### config.mk
export PLATFORM = sky130hd
export DESIGN_NAME = mem_port_arbiter
export DESIGN_NICKNAME = d
export VERILOG_FILES = /design/src/rtl/mem_port_arbiter.sv
export SDC_FILE = /design/constraint.sdc
export NUM_CORES = 1
export LEC_CHECK = 0
export CAP_MARGIN = 25
export CORE_ASPECT_RATIO = 0.7
export CORE_MARGIN = 2
export CORE_UTILIZATION = 40
export CTS_CLUSTER_DIAMETER = 60
export DETAILED_ROUTE_END_ITERATION = 7
export GPL_TIMING_DRIVEN = 0
export PLACE_DENSITY = 0.87
export SLEW_MARGIN = 20
export SYNTH_ARGS = -nofsm -noshare
export SYNTH_HDL_FRONTEND = slang
export SYNTH_SLANG_ARGS = --single-unit
export TNS_END_PERCENT = 1
### constraint.sdc
create_clock -name clk -period 4.6 [get_ports clk]
set_clock_uncertainty 0.15 [all_clocks]
set_input_delay 0.92 -clock clk [delete_from_list [all_inputs] [get_ports clk]]
set_output_delay 0.92 -clock clk [all_outputs]
set_load 0.01 [all_outputs]
### src/rtl/mem_port_arbiter.sv
// Arbitrates the single memory port between instruction fetch and data access.
// Data wins in IDLE, fetches are never preempted, and a watchdog traps hung transactions.
module mem_port_arbiter #(
  parameter int DATA_W  = 16,
  parameter int TIMEOUT = 15,
  parameter int TO_W    = 4
) (
  input  logic              clk,
  input  logic              rst,
  input  logic              if_req,
  input  logic [DATA_W-1:0] if_addr,
  input  logic              flush,
  output logic              if_stall,
  output logic              if_valid,
  output logic [DATA_W-1:0] if_instr,
  input  logic              dm_rd,
  input  logic              dm_wr,
  input  logic [DATA_W-1:0] dm_addr,
  input  logic [DATA_W-1:0] dm_wdata,
  output logic              dm_stall,
  output logic              dm_valid,
  output logic [DATA_W-1:0] dm_rdata,
  output logic              mem_rd,
  output logic              mem_wr,
  output logic [DATA_W-1:0] mem_addr,
  output logic [DATA_W-1:0] mem_wdata,
  input  logic [DATA_W-1:0] mem_rdata,
  input  logic              mem_done,
  output logic              err
);

  typedef enum logic [2:0] {
    IDLE    = 3'd0,
    DM_BUSY = 3'd1,
    IF_BUSY = 3'd2,
    IF_DROP = 3'd3,
    ERR     = 3'd4
  } state_e;

  state_e            state_q, state_d;
  logic [TO_W-1:0]   cnt_q, cnt_d;
  logic              mem_rd_q, mem_rd_d;
  logic              mem_wr_q, mem_wr_d;
  logic              err_q, err_d;
  logic [DATA_W-1:0] mem_addr_q, mem_addr_d;
  logic [DATA_W-1:0] mem_wdata_q, mem_wdata_d;
  logic              dm_req_s;
  logic              timeout_s;
  logic              if_valid_s;
  logic              dm_valid_s;

  assign dm_req_s  = dm_rd | dm_wr;
  // The cycle that would bring the count up to TIMEOUT is the one that traps.
  assign timeout_s = (cnt_q == TO_W'(TIMEOUT - 1));

  // State register and registered memory-port drive.
  always_ff @(posedge clk or negedge rst) begin
    if (!rst) begin
      state_q     <= IDLE;
      cnt_q       <= '0;
      mem_rd_q    <= 1'b0;
      mem_wr_q    <= 1'b0;
      err_q       <= 1'b0;
      mem_addr_q  <= '0;
      mem_wdata_q <= '0;
    end else begin
      state_q     <= state_d;
      cnt_q       <= cnt_d;
      mem_rd_q    <= mem_rd_d;
      mem_wr_q    <= mem_wr_d;
      err_q       <= err_d;
      mem_addr_q  <= mem_addr_d;
      mem_wdata_q <= mem_wdata_d;
    end
  end

  // Next-state, watchdog and strobe logic.
  always_comb begin
    state_d     = state_q;
    cnt_d       = cnt_q;
    mem_rd_d    = mem_rd_q;
    mem_wr_d    = mem_wr_q;
    err_d       = err_q;
    mem_addr_d  = mem_addr_q;
    mem_wdata_d = mem_wdata_q;
    case (state_q)
      IDLE: begin
        if (dm_req_s) begin
          // A simultaneous read and write is resolved as a write.
          state_d     = DM_BUSY;
          cnt_d       = '0;
          mem_addr_d  = dm_addr;
          mem_wdata_d = dm_wdata;
          mem_rd_d    = dm_rd & ~dm_wr;
          mem_wr_d    = dm_wr;
        end else if (if_req & ~flush) begin
          state_d    = IF_BUSY;
          cnt_d      = '0;
          mem_addr_d = if_addr;
          mem_rd_d   = 1'b1;
          mem_wr_d   = 1'b0;
        end else begin
          state_d = IDLE;
        end
      end
      DM_BUSY, IF_DROP: begin
        if (mem_done) begin
          state_d  = IDLE;
          mem_rd_d = 1'b0;
          mem_wr_d = 1'b0;
        end else if (timeout_s) begin
          state_d  = ERR;
          mem_rd_d = 1'b0;
          mem_wr_d = 1'b0;
          err_d    = 1'b1;
        end else begin
          cnt_d = cnt_q + TO_W'(1);
        end
      end
      IF_BUSY: begin
        if (mem_done) begin
          state_d  = IDLE;
          mem_rd_d = 1'b0;
          mem_wr_d = 1'b0;
        end else if (timeout_s) begin
          state_d  = ERR;
          mem_rd_d = 1'b0;
          mem_wr_d = 1'b0;
          err_d    = 1'b1;
        end else begin
          // The watchdog keeps running across the move into IF_DROP.
          cnt_d = cnt_q + TO_W'(1);
          if (flush) begin
            state_d = IF_DROP;
          end else begin
            state_d = IF_BUSY;
          end
        end
      end
      ERR: begin
        state_d  = ERR;
        mem_rd_d = 1'b0;
        mem_wr_d = 1'b0;
        err_d    = 1'b1;
      end
      default: begin
        state_d  = ERR;
        mem_rd_d = 1'b0;
        mem_wr_d = 1'b0;
        err_d    = 1'b1;
      end
    endcase
  end

  // Completion pulses, gated by the owning state.
  always_comb begin
    if_valid_s = 1'b0;
    dm_valid_s = 1'b0;
    case (state_q)
      DM_BUSY: dm_valid_s = mem_done;
      IF_BUSY: if_valid_s = mem_done & ~flush;
      default: begin
        if_valid_s = 1'b0;
        dm_valid_s = 1'b0;
      end
    endcase
  end

  // Valids are never raised in ERR, so a pending request there always stalls.
  assign if_valid  = if_valid_s;
  assign dm_valid  = dm_valid_s;
  assign if_instr  = mem_rdata;
  assign dm_rdata  = mem_rdata;
  assign if_stall  = if_req & ~if_valid_s;
  assign dm_stall  = dm_req_s & ~dm_valid_s;
  assign mem_rd    = mem_rd_q;
  assign mem_wr    = mem_wr_q;
  assign mem_addr  = mem_addr_q;
  assign mem_wdata = mem_wdata_q;
  assign err       = err_q;

endmodule

; Word-level counts from Yosys, hierarchy flattened
; Cells that the tools add are included.
[op_classes]
n_reduce_logical = 10
mux = 28
n_eq_ne = 10
bitwise = 11
add_sub_neg = 1
[ops]
columns = cell, count
row1 = 16-bit 2-to-1 mux, 2
row2 = 4-bit 2-to-1 mux, 4
row3 = 3-bit 2-to-1 mux, 4
row4 = 1-bit 2-to-1 mux, 11
row5 = 3-bit case mux with 3 select lines, 1
row6 = 4-bit case mux with 2 select lines, 1
row7 = 3-bit by 2-bit equality test with 1-bit output (second input constant), 2
row8 = 3-bit inequality test (second input constant), 2
row9 = 1-bit case mux with 2 select lines, 3
row10 = 2-bit AND reduction, 3
row11 = 1-bit AND, 5
row12 = 1-bit NOT, 5
row13 = 4-bit by 1-bit adder with 4-bit output (second input constant), 1
row14 = 4-bit equality test (second input constant), 1
row15 = 2-bit 2-to-1 mux, 2
row16 = 2-bit inequality test (second input constant), 2
row17 = 4-bit AND reduction, 1
row18 = 2-bit nonzero test, 2
row19 = 3-bit by 1-bit equality test with 1-bit output (second input constant), 1
row20 = 3-bit zero test, 1
row21 = 3-bit by 1-bit inequality test with 1-bit output (second input constant), 1
row22 = 3-bit AND reduction, 1
row23 = 3-bit OR reduction, 1
row24 = 2-bit by 1-bit inequality test with 1-bit output (second input constant), 1
row25 = 2 further kinds, 2
[word_totals]
ff_bits = 42

; Depth between registers and ports, before layout
[depth]
ltp_word = 5
mapped_depth = 5

; Worst setup path after synthesis
; No wires, ideal clock.
[synth_timing]
kind = input port to output port
startpoint = input port dm_wr
endpoint = output port dm_stall
cell_stages = 3
slack_ps = 1895
n_path_buf = 1
t_arrival_ps = 1635
required_ps = 3530
path_cell_list = nor2_1 > clkbuf_1 > nor2_1
[synth_between]
elab_chain_len = 2
[synth_lines]
columns = element, line
row1 = start: declaration, 17  ; input logic dm_wr,
row2 = 1-bit OR, 52  ; assign dm_req_s = dm_rd | dm_wr;
row3 = 1-bit AND, 175  ; assign dm_stall = dm_req_s & ~dm_valid_s;
row4 = end: declaration, 20  ; output logic dm_stall,
; No other way between the ends.

; Final worst setup path
; Ends and elaborated chain as after synthesis.

==> metrics.md <==
| Metric | Value |
|---|---|
| Status | complete, no violations |
| Synth async-reset ratio | between 90% and 100% |
| Critical path's largest stage delay | slightly above 0.5 ns |
| Max Slew Vio Count | 0 |
| Warnings from Yosys | 0 |
| Least-Margin Pin Slew | ~0.73 ns |
| GRT Resource Usage Total | a little under a fifth |
| CTS tree | done |
| Antenna violations before repair | 0 |
| Rows | 22 |
| P&R area growth vs syn | 65.51% |
| Largest net degree at the start of global routing | 26 |
| CP max stage cell | clkbuf_1 |
| Hold Vio Cnt, Final | 0 |
| Hold WC Path Type | reg -> reg |
| Pre-Repair DR Iteration Count | 4 |
| Vias in the first global route | approximately 1900 |
| Setup TNS | 0 ns |
| CP required | between 3 and 4 ns |
| Critical path's top delay family | buffers and inverters |
| DRT antenna net count | 0 |
| Yosys reg bits | 42 |
| PortBufs | approximately 130 |
| Max_slew headroom | between 50% and 60% |
| GP Congestion | a little over 0.8 |
| Detailed Route WL | ~5.7 mm |
| Final setup violation count | 0 |
| Die area | ~6200 um2 |
| Syn_area_per_cell | between 10 and 15 um2 |
| CP max FO | 10 |
| CTS max path bufs | 2 |
| Multiplexer area fraction after synthesis | ~24% |
| Residual DRC | 0 |
| Crit path kind | in -> out |
| Clock Pin Slew Worst Setup and Hold Paths | about 0.08 ns |
| Synth Area in XOR/XNOR | 0% |
| Setup crit start kind | primary input |
| Largest family of logic cells by synthesized area | multiplexers |
| Dpl ws | slightly above 0.7 ns |
| WL/cell | around 15 um |
| WP buf/inv | 3 |
| Synth Area in Adders | approximately 1.1% |
| Simple-Gate Fraction of Synth Area | 7.645% |
| Detailed-route via count | between 1500 and 2000 |
| Commonest non-fill, non-tap cell in the layout | clkdlybuf4s50_1 |
| Critical Path Sink Type | output port |
| Hold Buf Count CTS | 0 |
| Most frequent cells in the layout | clkdlybuf4s50_1, mux2_2, dfrtp_1 |
| DP Wirelength | roughly 4.5 mm |
| Tmin final | roughly 3.9 ns |
| Syn Nets | 254 |
| CTS resizes | 0 |
| Maximum achievable frequency | 0.2587 GHz |
| Die width | 93.49 um |
| TritonCTS Sinks | 42 |
| Layout Nets | between 300 and 400 |
| Max-cap violation count | 0 |
| Share of post-route cells with drive strength above 1 | between 30% and 40% |
| P_leak | between 1.5 and 2 nW |
| I/O pins | around 140 |
| Root buffer cell | clkbuf_8 |
| VDD IR max | between 150 and 200 uV |
| Cell variety after synth | 35 |
| Number of flops mapped to enable cells by yosys | 0 |
| H-tree depth | 2 |
| CTS Buf Count | 5 |
| Worst-skew pair later-pin latency | between 0.2 and 0.3 ns |
| Total grt overflow | 0 |
| Final Cycle Share | 84.03% |
| Inserted Diodes | 0 |
| Syn Std Cell Area | about 2200 um2 |
| Final setup margin | ~0.73 ns |
| First-pass GRT wire length | 8.873 mm |
| Part of the Yosys area used for sequential elements | between 40% and 50% |
| Critical Path AT | between 2 and 3 ns |
| Unrepaired setup endpoints after global routing | no |
| Vias per inst | around 4.8 |
| Cells after Synth | roughly 180 |
| Pwr dens | ~230 nW/um2 |
| Synth Area in Compound Gates | 7.143% |
| Crit path cell chain | clkdlybuf4s50_1, nor2_1, clkbuf_1, nor2_1, clkdlybuf4s50_1 |
| Commonest register cell after synthesis | dfrtp_1 |
| Core area | around 5300 um2 |
| Die height | 66.64 um |
| Initial Utilization | between 40% and 50% |
| # Post-CTS Setup Buffers | 0 |
| First DRT Iteration DRCs | 94 |
layout make-up:
cell class | instances | area (um2)
clock buffer | 5 | 68.82
clock inverter | 3 | 43.79
inverter | 4 | 15.01
sequential | 42 | 1051
buffer | 39 | 279.0
timing repair buffer | 126 | 1266
tap | 72 | 90.09
multi-input combinational | 96 | 897.1
fill | 406 | 1602
through the flow:
step | util [%] | instances | cell area, um2 | hold WS [ns] | total power, mW
6_report | 69.85 | 387 | 3711 | 0.3409 | 0.8688
5_1_grt | 69.85 | 387 | 3711 | 0.3523 | 0.9081
4_1_cts | 69.85 | 387 | 3711 | 0.3463 | 0.8803
3_5_place_dp | 67.73 | 379 | 3598 | 0.3205 | 0.5836
3_3_place_gp | 67.45 | 378 | 3583 | 0.3006 | 0.5773
2_1_floorplan | - | 181 | 2242 | 0.3621 | 0.4642
sequential cells by signal (all words and copies together), names as in the netlist:
signal / count
mem_rd: 1
err: 1
state_q: 3
cnt_q: 4
mem_addr: 16
mem_wr: 1
mem_wdata: 16
cell usage after synthesis, types with 2 or more instances:
master	count	area share, %
buf_4	32	11
buf_2	4	0.89
a31oi_1	4	1.1
nor3_1	2	0.45
nand3_1	3	0.67
or4_1	2	0.67
nand2_1	2	0.33
a21oi_1	4	0.89
nor2_1	4	0.67
clkbuf_1	2	0.33
dfrtp_1	42	47
ha_1	2	1.1
o221ai_1	2	0.78
mux2_2	48	24
and4b_1	2	0.89
nor2b_1	3	0.84
inv_1	4	0.67
o21ai_0	2	0.45
where the power goes:
group | leakage, nW | internal (mW) | switching, mW
sequential | 0.539 | 0.382 | 0.00781
clock | 0.0585 | 0.163 | 0.131
combinational | 1.02 | 0.127 | 0.0581
worst reg2reg max path, stage by stage, from the launching register on:
cell	delay [ns]
dfrtp_1	0.42
buf_2	0.25
nor2_4	0.08
o211ai_1	0.34
buf_2	0.37
mux2_2	0.37
path summary, 6_finish.rpt:
path,startpoint,end,slack [ns],cells after the start
max,dm_wr,dm_stall,0.73,5
min,err$_DFFE_PN0P_,err$_DFFE_PN0P_,0.34,1
max reg2reg,state_q[1]$_DFFE_PN0P_,mem_wdata[12]$_DFFE_PN0P_,2.50,5
min reg2reg,err$_DFFE_PN0P_,err$_DFFE_PN0P_,0.34,1
max in group asynchronous,rst,state_q[1]$_DFFE_PN0P_,3.43,2
min in group asynchronous,rst,mem_addr[1]$_DFFE_PN0P_,0.40,1
kinds of logic (layout without fill, tap and decap cells):
kind of cell,after synthesis,after routing
muxes,48,48
buffers and inverters,43,177
DFF,42,42
and+or+nand+nor,26,26
AOI/OAI and AO/OA,20,20
adders and majority gates,2,2
routing by layer:
| metal | track usage [%] | wire length [um] |
|---|---|---|
| met5 | 0 | 0 |
| met4 | 5.147 | 70 |
| met3 | 5.317 | 503 |
| met2 | 31.56 | 2823 |
| met1 | 22.83 | 2258 |
(Power assumes the default switching activity.)
